`src/rtl/draw_scene_sequencer.sv`:
```
// draw_scene_sequencer: per-frame initiator that requests background, gold and stone
// draws in a fixed order, waiting on each done with a timeout guard.
module draw_scene_sequencer #(
    parameter int          NUM_GOLD  = 8,
    parameter int          NUM_STONE = 4,
    parameter int          IDX_W     = 4,
    parameter logic [19:0] TIMEOUT   = 20'hFFFFF
) (
    input  logic                 clk,
    input  logic                 reset,
    input  logic                 frame_start,
    input  logic [NUM_GOLD-1:0]  gold_present,
    input  logic [NUM_STONE-1:0] stone_present,
    input  logic                 draw_background_done,
    input  logic                 draw_gold_done,
    input  logic                 draw_stone_done,
    output logic                 enable_draw_background,
    output logic                 enable_draw_gold,
    output logic                 enable_draw_stone,
    output logic [IDX_W-1:0]     obj_index,
    output logic [1:0]           draw_sel,
    output logic                 frame_busy,
    output logic                 frame_done,
    output logic                 draw_timeout
);
    localparam logic [3:0] IDLE       = 4'd0;
    localparam logic [3:0] BG_REQ     = 4'd1;
    localparam logic [3:0] BG_WAIT    = 4'd2;
    localparam logic [3:0] GOLD_SCAN  = 4'd3;
    localparam logic [3:0] GOLD_REQ   = 4'd4;
    localparam logic [3:0] GOLD_WAIT  = 4'd5;
    localparam logic [3:0] STONE_SCAN = 4'd6;
    localparam logic [3:0] STONE_REQ  = 4'd7;
    localparam logic [3:0] STONE_WAIT = 4'd8;
    localparam logic [3:0] FRAME_DONE = 4'd9;

    localparam logic [IDX_W-1:0] GOLD_END  = IDX_W'(NUM_GOLD);
    localparam logic [IDX_W-1:0] STONE_END = IDX_W'(NUM_STONE);
    localparam logic [IDX_W-1:0] IDX_ONE   = IDX_W'(1);

    logic [3:0]           state_q, state_d;
    logic [IDX_W-1:0]     idx_q, idx_d;
    logic                 pending_q, pending_d;
    logic [NUM_GOLD-1:0]  gmask_q, gmask_d;
    logic [NUM_STONE-1:0] smask_q, smask_d;
    logic [19:0]          cnt_q, cnt_d;
    logic                 timeout_q, timeout_d;
    logic                 gold_hit, stone_hit, expired;

    // An index past the last slot shifts the one-hot out, so the hit reads 0 there.
    assign gold_hit  = |(gmask_q & (NUM_GOLD'(1) << idx_q));
    assign stone_hit = |(smask_q & (NUM_STONE'(1) << idx_q));
    assign expired   = cnt_q == TIMEOUT - 20'd1;

    always_comb begin
        state_d   = state_q;
        idx_d     = idx_q;
        pending_d = pending_q | (frame_start & (state_q != IDLE));
        gmask_d   = gmask_q;
        smask_d   = smask_q;
        cnt_d     = cnt_q + 20'd1;
        timeout_d = timeout_q;
        case (state_q)
            IDLE: begin
                if (frame_start | pending_q) begin
                    gmask_d   = gold_present;
                    smask_d   = stone_present;
                    pending_d = 1'b0;
                    timeout_d = 1'b0;
                    state_d   = BG_REQ;
                end
            end
            BG_REQ: begin
                cnt_d   = '0;
                state_d = BG_WAIT;
            end
            BG_WAIT: begin
                if (draw_background_done) begin
                    idx_d   = '0;
                    state_d = GOLD_SCAN;
                end else if (expired) begin
                    timeout_d = 1'b1;
                    state_d   = FRAME_DONE;
                end
            end
            GOLD_SCAN: begin
                if (idx_q == GOLD_END) begin
                    idx_d   = '0;
                    state_d = STONE_SCAN;
                end else if (gold_hit) begin
                    state_d = GOLD_REQ;
                end else begin
                    idx_d = idx_q + IDX_ONE;
                end
            end
            GOLD_REQ: begin
                cnt_d   = '0;
                state_d = GOLD_WAIT;
            end
            GOLD_WAIT: begin
                if (draw_gold_done) begin
                    idx_d   = idx_q + IDX_ONE;
                    state_d = GOLD_SCAN;
                end else if (expired) begin
                    timeout_d = 1'b1;
                    state_d   = FRAME_DONE;
                end
            end
            STONE_SCAN: begin
                if (idx_q == STONE_END) begin
                    state_d = FRAME_DONE;
                end else if (stone_hit) begin
                    state_d = STONE_REQ;
                end else begin
                    idx_d = idx_q + IDX_ONE;
                end
            end
            STONE_REQ: begin
                cnt_d   = '0;
                state_d = STONE_WAIT;
            end
            STONE_WAIT: begin
                if (draw_stone_done) begin
                    idx_d   = idx_q + IDX_ONE;
                    state_d = STONE_SCAN;
                end else if (expired) begin
                    timeout_d = 1'b1;
                    state_d   = FRAME_DONE;
                end
            end
            default: state_d = IDLE;
        endcase
    end

    always_ff @(posedge clk) begin
        if (reset) begin
            state_q   <= IDLE;
            idx_q     <= '0;
            pending_q <= 1'b0;
            gmask_q   <= '0;
            smask_q   <= '0;
            cnt_q     <= '0;
            timeout_q <= 1'b0;
        end else begin
            state_q   <= state_d;
            idx_q     <= idx_d;
            pending_q <= pending_d;
            gmask_q   <= gmask_d;
            smask_q   <= smask_d;
            cnt_q     <= cnt_d;
            timeout_q <= timeout_d;
        end
    end

    // Requests last only the REQ state, which always moves on to WAIT next cycle.
    assign enable_draw_background = state_q == BG_REQ;
    assign enable_draw_gold       = state_q == GOLD_REQ;
    assign enable_draw_stone      = state_q == STONE_REQ;
    assign obj_index              = idx_q;
    assign frame_busy             = state_q != IDLE;
    assign frame_done             = state_q == FRAME_DONE;
    assign draw_timeout           = timeout_q;
    assign draw_sel = (state_q == BG_REQ    || state_q == BG_WAIT)    ? 2'd1 :
                      (state_q == GOLD_REQ  || state_q == GOLD_WAIT)  ? 2'd2 :
                      (state_q == STONE_REQ || state_q == STONE_WAIT) ? 2'd3 : 2'd0;
endmodule

```
`config.mk`:
```
export PLATFORM = sky130hd
export DESIGN_NAME = draw_scene_sequencer
export DESIGN_NICKNAME = d
export VERILOG_FILES = /design/src/rtl/draw_scene_sequencer.sv
export SDC_FILE = /design/constraint.sdc
export NUM_CORES = 1
export LEC_CHECK = 0
export ABC_AREA = 1
export BUFFER_PORTS_ARGS = -buffer_cell sky130_fd_sc_hd__buf_2
export CAP_MARGIN = 20
export CORE_AREA = 8 8 97 99
export CTS_CLUSTER_SIZE = 10
export DETAILED_ROUTE_END_ITERATION = 6
export DIE_AREA = 0 0 105 107
export GPL_TIMING_DRIVEN = 0
export SYNTH_ARGS = -nofsm -noshare
export SYNTH_HDL_FRONTEND = slang
export SYNTH_SLANG_ARGS = --single-unit
export TNS_END_PERCENT = 5
```
`constraint.sdc`:
```
create_clock -name clk -period 3.5 [get_ports clk]
set_input_delay 0.175 -clock clk [delete_from_list [all_inputs] [get_ports clk]]
set_output_delay 0.175 -clock clk [all_outputs]
set_load 0.05 [all_outputs]
```
==> flow_metrics.env, run 1 <==
export IMPL_status="complete, no violations"
export IMPL_yosys_mux_area_fraction_pct=0
export IMPL_initial_core_util_pct=28.85
export IMPL_crit_path_start="obj_index[0]"
export IMPL_synth_cells=351
export IMPL_grt_max_degree=13
export IMPL_synth_top_family_by_area="simple AND/OR/NAND/NOR gates"
export IMPL_fill_cells=901
export IMPL_io_pins=30
export IMPL_hp_class="in -> reg"
export IMPL_ff2ff_path_depth=11
export IMPL_critPathCaptureType="register"
export IMPL_antennaDiodeCount=0
export IMPL_numPortBuffers=28
export IMPL_wl_per_cell_um=11.18
export IMPL_drtIter0Drc=74
export IMPL_synth_xor_area_share_pct=0.7659
export IMPL_fin_crit_sh_pct=55.71
export IMPL_synth_adder_area_share_pct=4.376
export IMPL_synth_compound_area_share_pct=14.17
export IMPL_synth_simple_area_share_pct=34.25
export IMPL_cts_tree="built"
export IMPL_stdcell_count=492
export IMPL_ys_ff_latch=42
export IMPL_clock_latency_ns=0.29
export IMPL_peakVddDrop_v=0.0003936
export IMPL_clkTransAtPathRegs_ns=0.08
export IMPL_rows=33
export IMPL_cts_setup_buffers=0
export IMPL_crit_type="reg -> reg"
export IMPL_final_min_clock_period_ns=1.950
export IMPL_skew_ns=0.006525
export IMPL_firstDrtPassIters=4
export IMPL_cts_buffer_depth=2
export IMPL_overflow=0
export IMPL_wl_um=5500
export IMPL_syn_num_nets=377
export IMPL_min_to="gmask_q[7]"
export IMPL_slew_headroom_pct=70.71
export IMPL_final_max_slew_violation_count=0
export IMPL_fin_nets=412
export IMPL_routabilityCongestion=0.8598
export IMPL_cts_root_buf="clkbuf_8"
export IMPL_r2r_end="obj_index[1]"
export IMPL_ys_seq_area_share_pct=36.76
export IMPL_clock_sinks=42
export IMPL_syn_avg_cell_area_sq_um=6.516
export IMPL_synth_largest_area_cell="dfxtp_1"
export IMPL_yosys_top_cells_area="dfxtp_1 (37%), nand2_1 (13%), inv_1 (7.9%)"
export IMPL_power_density_mw_per_mm2=661.0
export IMPL_grt_pass1_wl_um=9584
export IMPL_finalHoldViolations=0
export IMPL_synth_top_area_share_pct=36.76
export IMPL_timing_rr_start="obj_index[0]"
export IMPL_setup_violations=0
export IMPL_synth_area_sq_mm=0.002287
export IMPL_fin_setup_tns_ns=0
export IMPL_antenna_found_initial=0
export IMPL_grt_setup_unrepaired="no"
export IMPL_cts_htree_levels=2
export IMPL_grt_pass1_vias=2236
export IMPL_route_detailed_drc=0
export IMPL_hold_buffers=0
export IMPL_leakage_uw=0.001198
export IMPL_cp_max_fo=8
export IMPL_dpl_hpwl_um=4366
export IMPL_crit_arrival_ns=2.18
export IMPL_groute_usage_overall_pct=10.18
export IMPL_maxCapViolations=0
export IMPL_dieWidth_um=105
export IMPL_dpl_cell_count=484
export IMPL_ys_types=26
export IMPL_critPathLaunchType="register"
export IMPL_holdCritStartpoint="gold_present[7]"
export IMPL_yosys_warnings=0
export IMPL_worstMarginPinSlew_ns=0.4394
export IMPL_post_cts_resize_count=0
export IMPL_die_h_um=107
export IMPL_r2r_slack_ns=1.55
export IMPL_cts_buffers=5
export IMPL_power_total_uw=1752
export IMPL_vias=2234
export IMPL_worstPathRequired_ns=3.73
export IMPL_syn_to_final_growth_pct=15.86
export IMPL_coreArea_sq_mm=0.007928
export IMPL_ant_nets=0
export IMPL_dieArea_sq_mm=0.01124
export IMPL_via_per_inst=4.541
export IMPL_drive_above_1_share_pct=11.89
export IMPL_max_clock_freq_ghz=0.5129
export IMPL_min_path_cells=3
-- stage by stage --
stage	hold slack [ns]	util, %	setup WS, ns	instance area [sq um]
after floorplan	0.3679	-	1.356	2287
after global placement	0.4375	32.28	1.578	2559
after detailed placement	0.4424	32.28	1.566	2559
after CTS	0.1564	33.43	1.544	2650
after global routing	0.1736	33.43	1.381	2650
final	0.1560	33.43	1.550	2650
-- synth_stat cells --
cell type / count
a21oi_1: 33
a31oi_1: 1
buf_4: 1
buf_6: 1
clkbuf_1: 4
dfxtp_1: 42
ha_1: 8
inv_1: 48
inv_2: 2
nand2_1: 80
nand2_2: 1
nand3_1: 32
nand3_2: 1
nand3b_1: 1
nand4_1: 8
nor2_1: 44
nor2_2: 1
nor2_4: 2
nor3_1: 7
nor3b_1: 1
o211ai_1: 2
o21a_1: 1
o21ai_0: 26
or2_2: 2
xnor2_1: 1
xor2_1: 1
-- report_power, final --
group	switching, uW	internal (uW)	leakage, uW
clock network	166	159	0.0000482
logic	542	237	0.000808
registers	77.4	571	0.000342
total	785	967	0.00120
-- cell type report --
type	instances	area [sq um]	area share, %
multi-input combinational	253	1225	46.22
sequential	42	840.8	31.73
inverter	50	187.7	7.082
timing repair buffer	28	140.1	5.288
tap	105	131.4	4.958
clock buffer	7	86.33	3.258
buffer	6	33.78	1.275
clock inverter	1	5.005	0.1889
-- worst max-delay path by stage --
stage	slack, ns	depth (start not counted)	to
2_1_floorplan	1.36	4	draw_sel[1]
3_3_place_gp	1.58	10	obj_index[0]
3_5_place_dp	1.57	11	obj_index[1]
4_1_cts	1.54	11	obj_index[1]
5_1_grt	1.38	10	obj_index[0]
6_report	1.55	11	obj_index[1]
-- registers in the layout, summed over array words and instances (netlist names) --
signal / count
cnt_q: 20
obj_index: 4
gmask_q: 8
state_q: 4
smask_q: 4
pending_q: 1
draw_timeout: 1
-- critical path: stages, from the launching register on --
cell and delay, ns:
dfxtp_1 0.49, inv_1 0.17, ha_1 0.26, nand3_1 0.15, nand3_1 0.14, inv_1 0.10
nand2_1 0.08, nand2_1 0.17, nand3_2 0.13, nand2_1 0.08, nand2_1 0.04, nor2_1 0.08
-- layout by cell type (no fill, tap or decap), types with 5 or more instances in the layout --
| master | synthesis | final |
|---|---|---|
| nand2_1 | 80 | 80 |
| inv_1 | 48 | 48 |
| nor2_1 | 44 | 44 |
| dfxtp_1 | 42 | 42 |
| a21oi_1 | 33 | 33 |
| nand3_1 | 32 | 32 |
| buf_2 | 0 | 28 |
| o21ai_0 | 26 | 26 |
| nand4_1 | 8 | 8 |
| ha_1 | 8 | 8 |
| nor3_1 | 7 | 7 |
| clkbuf_8 | 0 | 6 |
| clkbuf_1 | 4 | 5 |
-- kinds of logic after synthesis --
logic type,after synthesis
and+or+nand+nor,180
AOI/OAI and AO/OA,63
buffers and inverters,56
DFF,42
adders and majority gates,8
xor gates and xnor gates,2
-- layer usage --
metal  GRT usage [%]  share of wire, %  wire length, um
met5               0                 0                0
met4           3.262               1.2               68
met3           2.639               3.6              198
met2           17.96                48             2637
met1           11.76                47             2595
No activity file was read; power rests on OpenSTA's default activity.
==> run 2: changes to the inputs <==
==> constraint.sdc (replaced) <==
create_clock -name clk -period 2 [get_ports clk]
set_input_delay 0.1 -clock clk [delete_from_list [all_inputs] [get_ports clk]]
set_output_delay 0.1 -clock clk [all_outputs]
set_load 0.05 [all_outputs]
==> flow_metrics.env, run 2 (same netlist as run 1, synthesis figures left out) <==
export IMPL_status="complete, no violations"
export IMPL_clock_latency_ns=0.30
export IMPL_slowest_stage="dfxtp_2"
export IMPL_fin_nets=412
export IMPL_fin_crit_sh_pct=89.89
export IMPL_cts_buffers=5
export IMPL_hold_buffers=0
export IMPL_finalHoldViolations=0
export IMPL_io_pins=30
export IMPL_cts_htree_levels=2
export IMPL_grt_setup_unrepaired="no"
export IMPL_p_seq_share_pct=35.8
export IMPL_route_detailed_drc=0
export IMPL_antennaDiodeCount=0
export IMPL_crit_arrival_ns=1.97
export IMPL_crit_chain="inv_1 > ha_1 > nand3_1 > nand3_1 > nand2_1 > nor2_1 > nor2_4 > nand3_2 > nand2_1 > a21oi_1"
export IMPL_leakage_uw=0.001203
export IMPL_initial_core_util_pct=28.85
export IMPL_dieWidth_um=105
export IMPL_clock_sinks=42
export IMPL_cts_setup_buffers=0
export IMPL_dpl_hpwl_um=4404
export IMPL_cpPeakStageDelay_ns=0.41
export IMPL_power_frac_comb_pct=42.9
export IMPL_skew_ns=0.006485
export IMPL_overflow=0
export IMPL_layout_commonest_cell="nand2_1"
export IMPL_groute_usage_overall_pct=10.13
export IMPL_via_per_inst=4.537
export IMPL_drive_above_1_share_pct=12.92
export IMPL_peakVddDrop_v=0.0006530
export IMPL_power_internal_uw=1788
export IMPL_cts_tree="built"
export IMPL_dieArea_sq_mm=0.01124
export IMPL_firstDrtPassIters=4
export IMPL_final_max_slew_violation_count=0
export IMPL_power_density_mw_per_mm2=1187
export IMPL_grt_pass1_vias=2217
export IMPL_coreArea_sq_mm=0.007928
export IMPL_rows=33
export IMPL_power_total_uw=3177
export IMPL_vias=2232
export IMPL_ant_nets=0
export IMPL_cts_buffer_depth=2
export IMPL_grt_pass1_wl_um=9528
export IMPL_die_h_um=107
export IMPL_setup_violations=0
export IMPL_syn_to_final_growth_pct=17.01
export IMPL_p_sw_share_pct=43.71
export IMPL_routabilityCongestion=0.8459
export IMPL_max_clock_freq_ghz=0.5562
export IMPL_hp_class="in -> reg"
export IMPL_critPathLaunchType="register"
export IMPL_maxCapViolations=0
export IMPL_worstMarginPinSlew_ns=0.4239
export IMPL_grt_max_degree=14
export IMPL_cp_max_fo=8
export IMPL_antenna_found_initial=0
export IMPL_crit_type="reg -> reg"
export IMPL_cts_root_buf="clkbuf_8"
export IMPL_mostFrequentLayoutCells="nand2_1 (79), inv_1 (48), nor2_1 (43), dfxtp_1 (40), a21oi_1 (33)"
export IMPL_p_clk_share_pct=21.3
export IMPL_switching_power_uw=1388
export IMPL_slew_headroom_pct=71.74
export IMPL_drtIter0Drc=89
export IMPL_critPathCaptureType="register"
export IMPL_largest_registers="cnt_q x20, gmask_q x8"
export IMPL_clkTransAtPathRegs_ns=0.08
export IMPL_numPortBuffers=28
export IMPL_largest_reg_flops=20
export IMPL_wl_per_cell_um=11.29
export IMPL_largest_register="cnt_q"
export IMPL_wl_um=5555
export IMPL_final_min_clock_period_ns=1.798
export IMPL_final_util_pct=33.76
export IMPL_worstPathRequired_ns=2.17
-- run 2: power by group through the flow --
stage	registers (uW)	clock network (uW)	logic [uW]
final	1140	677	1360
after floorplan	1200	0	995
after CTS	1140	697	1380
after detailed placement	1160	0	1370
after global routing	1170	727	1540
after global placement	1150	0	1370
-- run 2: critical path: cells and delay by family (launching register included) --
family	cells	cell delay, ns
DFF	1	0.41
buffers and inverters	1	0.13
and+or+nand+nor	7	0.82
AOI/OAI and AO/OA	1	0.06
adders and majority gates	1	0.25
-- run 2: per-layer routing --
metal  wire length, um  global-route usage [%]  vias up
li1                  -                       -     1198
met1              2549                   11.27     1001
met2              2691                   18.14       26
met3               261                   3.119        7
met4                53                   3.058        0
met5                 0                       0        -
-- run 2: final cells by class --
type | count | area [sq um]
plain buffers | 6 | 33.78
inverters | 50 | 187.7
clock inverters | 2 | 37.54
repair buffers | 28 | 140.1
flip-flops and latches | 42 | 843.3
fillers | 865 | 5251
multi-input cells | 253 | 1230
well taps | 105 | 131.4
clock buffers | 6 | 72.57
-- run 2: path summary, 6_finish.rpt --
check,startpoint,endpoint,cells past startpoint,slack (ns)
max,obj_index[0],obj_index[3],10,0.20
min,stone_present[0],smask_q[0],3,0.07
max reg2reg,obj_index[0],obj_index[3],10,0.20
min reg2reg,smask_q[2],smask_q[2],2,0.45
-- run 2: per-stage QoR --
| stage | area [sq um] | worst slack, ns | hold slack, ns | std cells | setup TNS, ns |
|---|---|---|---|---|---|
| after global routing | 2676 | 0.004117 | 0.08431 | 492 | 0 |
| after CTS | 2671 | 0.03079 | 0.06991 | 492 | 0 |
| after floorplan | 2290 | -0.02706 | 0.2929 | 351 | -0.06838 |
| after detailed placement | 2561 | 0.05244 | 0.3870 | 484 | 0 |
| after global placement | 2561 | 0.07689 | 0.3796 | 484 | 0 |
| final | 2676 | 0.2022 | 0.07151 | 492 | 0 |
-- run 2: repair_timing --
action	in CTS	in global routing
hold endpoints to repair	0	0
resized for setup	0	3
endpoints found under the setup margin	0	4
==> run 3: changes to the inputs <==
--- a/config.mk
+++ b/config.mk
@@ -8,10 +8,10 @@
 export ABC_AREA = 1
 export BUFFER_PORTS_ARGS = -buffer_cell sky130_fd_sc_hd__buf_2
 export CAP_MARGIN = 20
-export CORE_AREA = 8 8 97 99
+export CORE_AREA = 2 2 91 93
 export CTS_CLUSTER_SIZE = 10
 export DETAILED_ROUTE_END_ITERATION = 6
-export DIE_AREA = 0 0 105 107
+export DIE_AREA = 0 0 93 95
 export GPL_TIMING_DRIVEN = 0
 export SYNTH_ARGS = -nofsm -noshare
 export SYNTH_HDL_FRONTEND = slang
==> constraint.sdc (replaced) <==
create_clock -name clk -period 2.11 [get_ports clk]
set_input_delay 0.1055 -clock clk [delete_from_list [all_inputs] [get_ports clk]]
set_output_delay 0.1055 -clock clk [all_outputs]
set_load 0.05 [all_outputs]
==> flow_metrics.env, run 3 (same netlist as run 1, synthesis figures left out) <==
export IMPL_status="complete, no violations"
export IMPL_critPathLaunchType="register"
export IMPL_cts_root_buf="clkbuf_8"
export IMPL_grt_pass1_vias=2141
export IMPL_clkTransAtPathRegs_ns=0.08
export IMPL_largest_register="cnt_q"
export IMPL_crit_chain="inv_1 > ha_1 > nand3_1 > nand3_1 > inv_1 > nand2_1 > nand2_1 > nand3_2 > nand2_1 > nand2_1 > nor2_1"
export IMPL_clock_sinks=42
export IMPL_holdWs_ns=0.08298
export IMPL_wl_per_cell_um=10.96
export IMPL_power_density_mw_per_mm2=1124
export IMPL_die_h_um=95
export IMPL_power_frac_comb_pct=43.1
export IMPL_layout_commonest_cell="nand2_1"
export IMPL_cts_buffer_depth=2
export IMPL_antenna_found_initial=0
export IMPL_dpl_hpwl_um=4203
export IMPL_r2r_end="obj_index[1]"
export IMPL_p_sw_share_pct=43.54
export IMPL_ant_nets=0
export IMPL_final_min_clock_period_ns=1.830
export IMPL_crit_path_start="obj_index[0]"
export IMPL_wl_um=5391
export IMPL_grt_pass1_wl_um=9390
export IMPL_mostFrequentLayoutCells="nand2_1 (80), inv_1 (48), nor2_1 (44), dfxtp_1 (40), a21oi_1 (33)"
export IMPL_clock_latency_ns=0.29
export IMPL_crit_arrival_ns=2.05
export IMPL_peakVddDrop_v=0.0007681
export IMPL_crit_end="obj_index[1]"
export IMPL_grt_max_degree=14
export IMPL_cts_buffers=5
export IMPL_numPortBuffers=28
export IMPL_worstMarginPinSlew_ns=0.4554
export IMPL_antennaDiodeCount=0
export IMPL_grt_setup_unrepaired="no"
export IMPL_cts_htree_levels=2
export IMPL_maxCapViolations=0
export IMPL_hp_class="in -> reg"
export IMPL_final_max_slew_violation_count=0
export IMPL_vias=2249
export IMPL_ff2ff_path_depth=11
export IMPL_syn_to_final_growth_pct=16.79
export IMPL_initial_core_util_pct=28.85
export IMPL_drive_above_1_share_pct=12.40
export IMPL_worstPathRequired_ns=2.33
export IMPL_crit_type="reg -> reg"
export IMPL_drtIter0Drc=78
export IMPL_rows=33
export IMPL_leakage_uw=0.001202
export IMPL_p_seq_share_pct=35.9
export IMPL_dieArea_sq_mm=0.008835
export IMPL_dpl_cell_count=484
export IMPL_hold_buffers=0
export IMPL_overflow=0
export IMPL_setup_violations=0
export IMPL_route_detailed_drc=0
export IMPL_power_internal_uw=1695
export IMPL_max_clock_freq_ghz=0.5465
export IMPL_slowest_stage="dfxtp_2"
export IMPL_dieWidth_um=93
export IMPL_firstDrtPassIters=4
export IMPL_routabilityCongestion=0.8774
export IMPL_cpPeakStageDelay_ns=0.41
export IMPL_largest_reg_flops=20
export IMPL_largest_registers="cnt_q x20, gmask_q x8"
export IMPL_io_pins=30
export IMPL_fin_crit_sh_pct=86.72
export IMPL_fin_setup_tns_ns=0
export IMPL_switching_power_uw=1307
export IMPL_slew_headroom_pct=69.64
export IMPL_p_clk_share_pct=21.0
export IMPL_cp_max_fo=8
export IMPL_cts_tree="built"
export IMPL_fin_nets=412
export IMPL_timing_rr_start="obj_index[0]"
export IMPL_r2r_slack_ns=0.28
export IMPL_cpMostUsedCell="nand2_1"
export IMPL_coreArea_sq_mm=0.007928
export IMPL_skew_ns=0.006074
export IMPL_via_per_inst=4.571
export IMPL_critPathCaptureType="register"
export IMPL_stdcell_count=492
export IMPL_groute_usage_overall_pct=13.25
export IMPL_finalHoldViolations=0
## run 3: cell counts in the layout (fill, tap and decap cells not counted)
Identical to the previous run, type by type.
## run 3: cell type report
type	count	area [sq um]
clock inverters	2	37.54
multi-input cells	253	1225
fillers	890	5256
repair buffers	28	140.1
plain buffers	6	33.78
flip-flops and latches	42	843.3
clock buffers	6	72.57
well taps	105	131.4
inverters	50	187.7
## run 3: what timing repair did
| action | CTS | global route |
|---|---|---|
| resized for setup | 0 | 2 |
| endpoints found under the setup margin | 0 | 4 |
| setup buffers | 0 | 0 |
## run 3: metal layers
layer	routed length [um]	GRT usage, %	vias up
met5	0	0	-
met4	68	4.412	0
met3	185	2.873	7
met2	2629	23.73	33
met1	2507	15.73	1007
li1	-	-	1202
## run 3: power by group through the flow
stage / Sequential [uW] / Combinational (uW) / Clock [uW]
final: 1080 / 1290 / 631
after global routing: 1100 / 1470 / 690
after CTS: 1080 / 1310 / 655
after detailed placement: 1100 / 1300 / 0
after global placement: 1090 / 1290 / 0
after floorplan: 1140 / 942 / 0
## run 3: metrics by stage
stage	utilization [%]	power, uW	setup WS, ns	instance area, sq um
finish	33.70	3002	0.2802	2671
detailed placement	32.28	2392	0.1895	2559
global placement	32.28	2385	0.1893	2559
floorplan	-	2078	0.03585	2287
global route	33.70	3268	0.04810	2671
CTS	33.66	3037	0.1513	2669
## run 3: worst max-delay path, delay by kind of cell, from the launching register on
family | cells | cell delay, ns
adders and majority gates | 1 | 0.24
buffers and inverters | 2 | 0.22
DFF | 1 | 0.41
and+or+nand+nor | 8 | 0.89
## run 3: worst min-delay path by stage
stage	end	slack (ns)	from	depth (start not counted)
detailed placement	gmask_q[7]	0.39	gold_present[7]	3
floorplan	gmask_q[0]	0.30	gold_present[0]	2
global placement	gmask_q[7]	0.38	gold_present[7]	3
finish	gmask_q[7]	0.08	gold_present[7]	3
global route	gmask_q[5]	0.09	gold_present[5]	3
CTS	gmask_q[7]	0.08	gold_present[7]	3
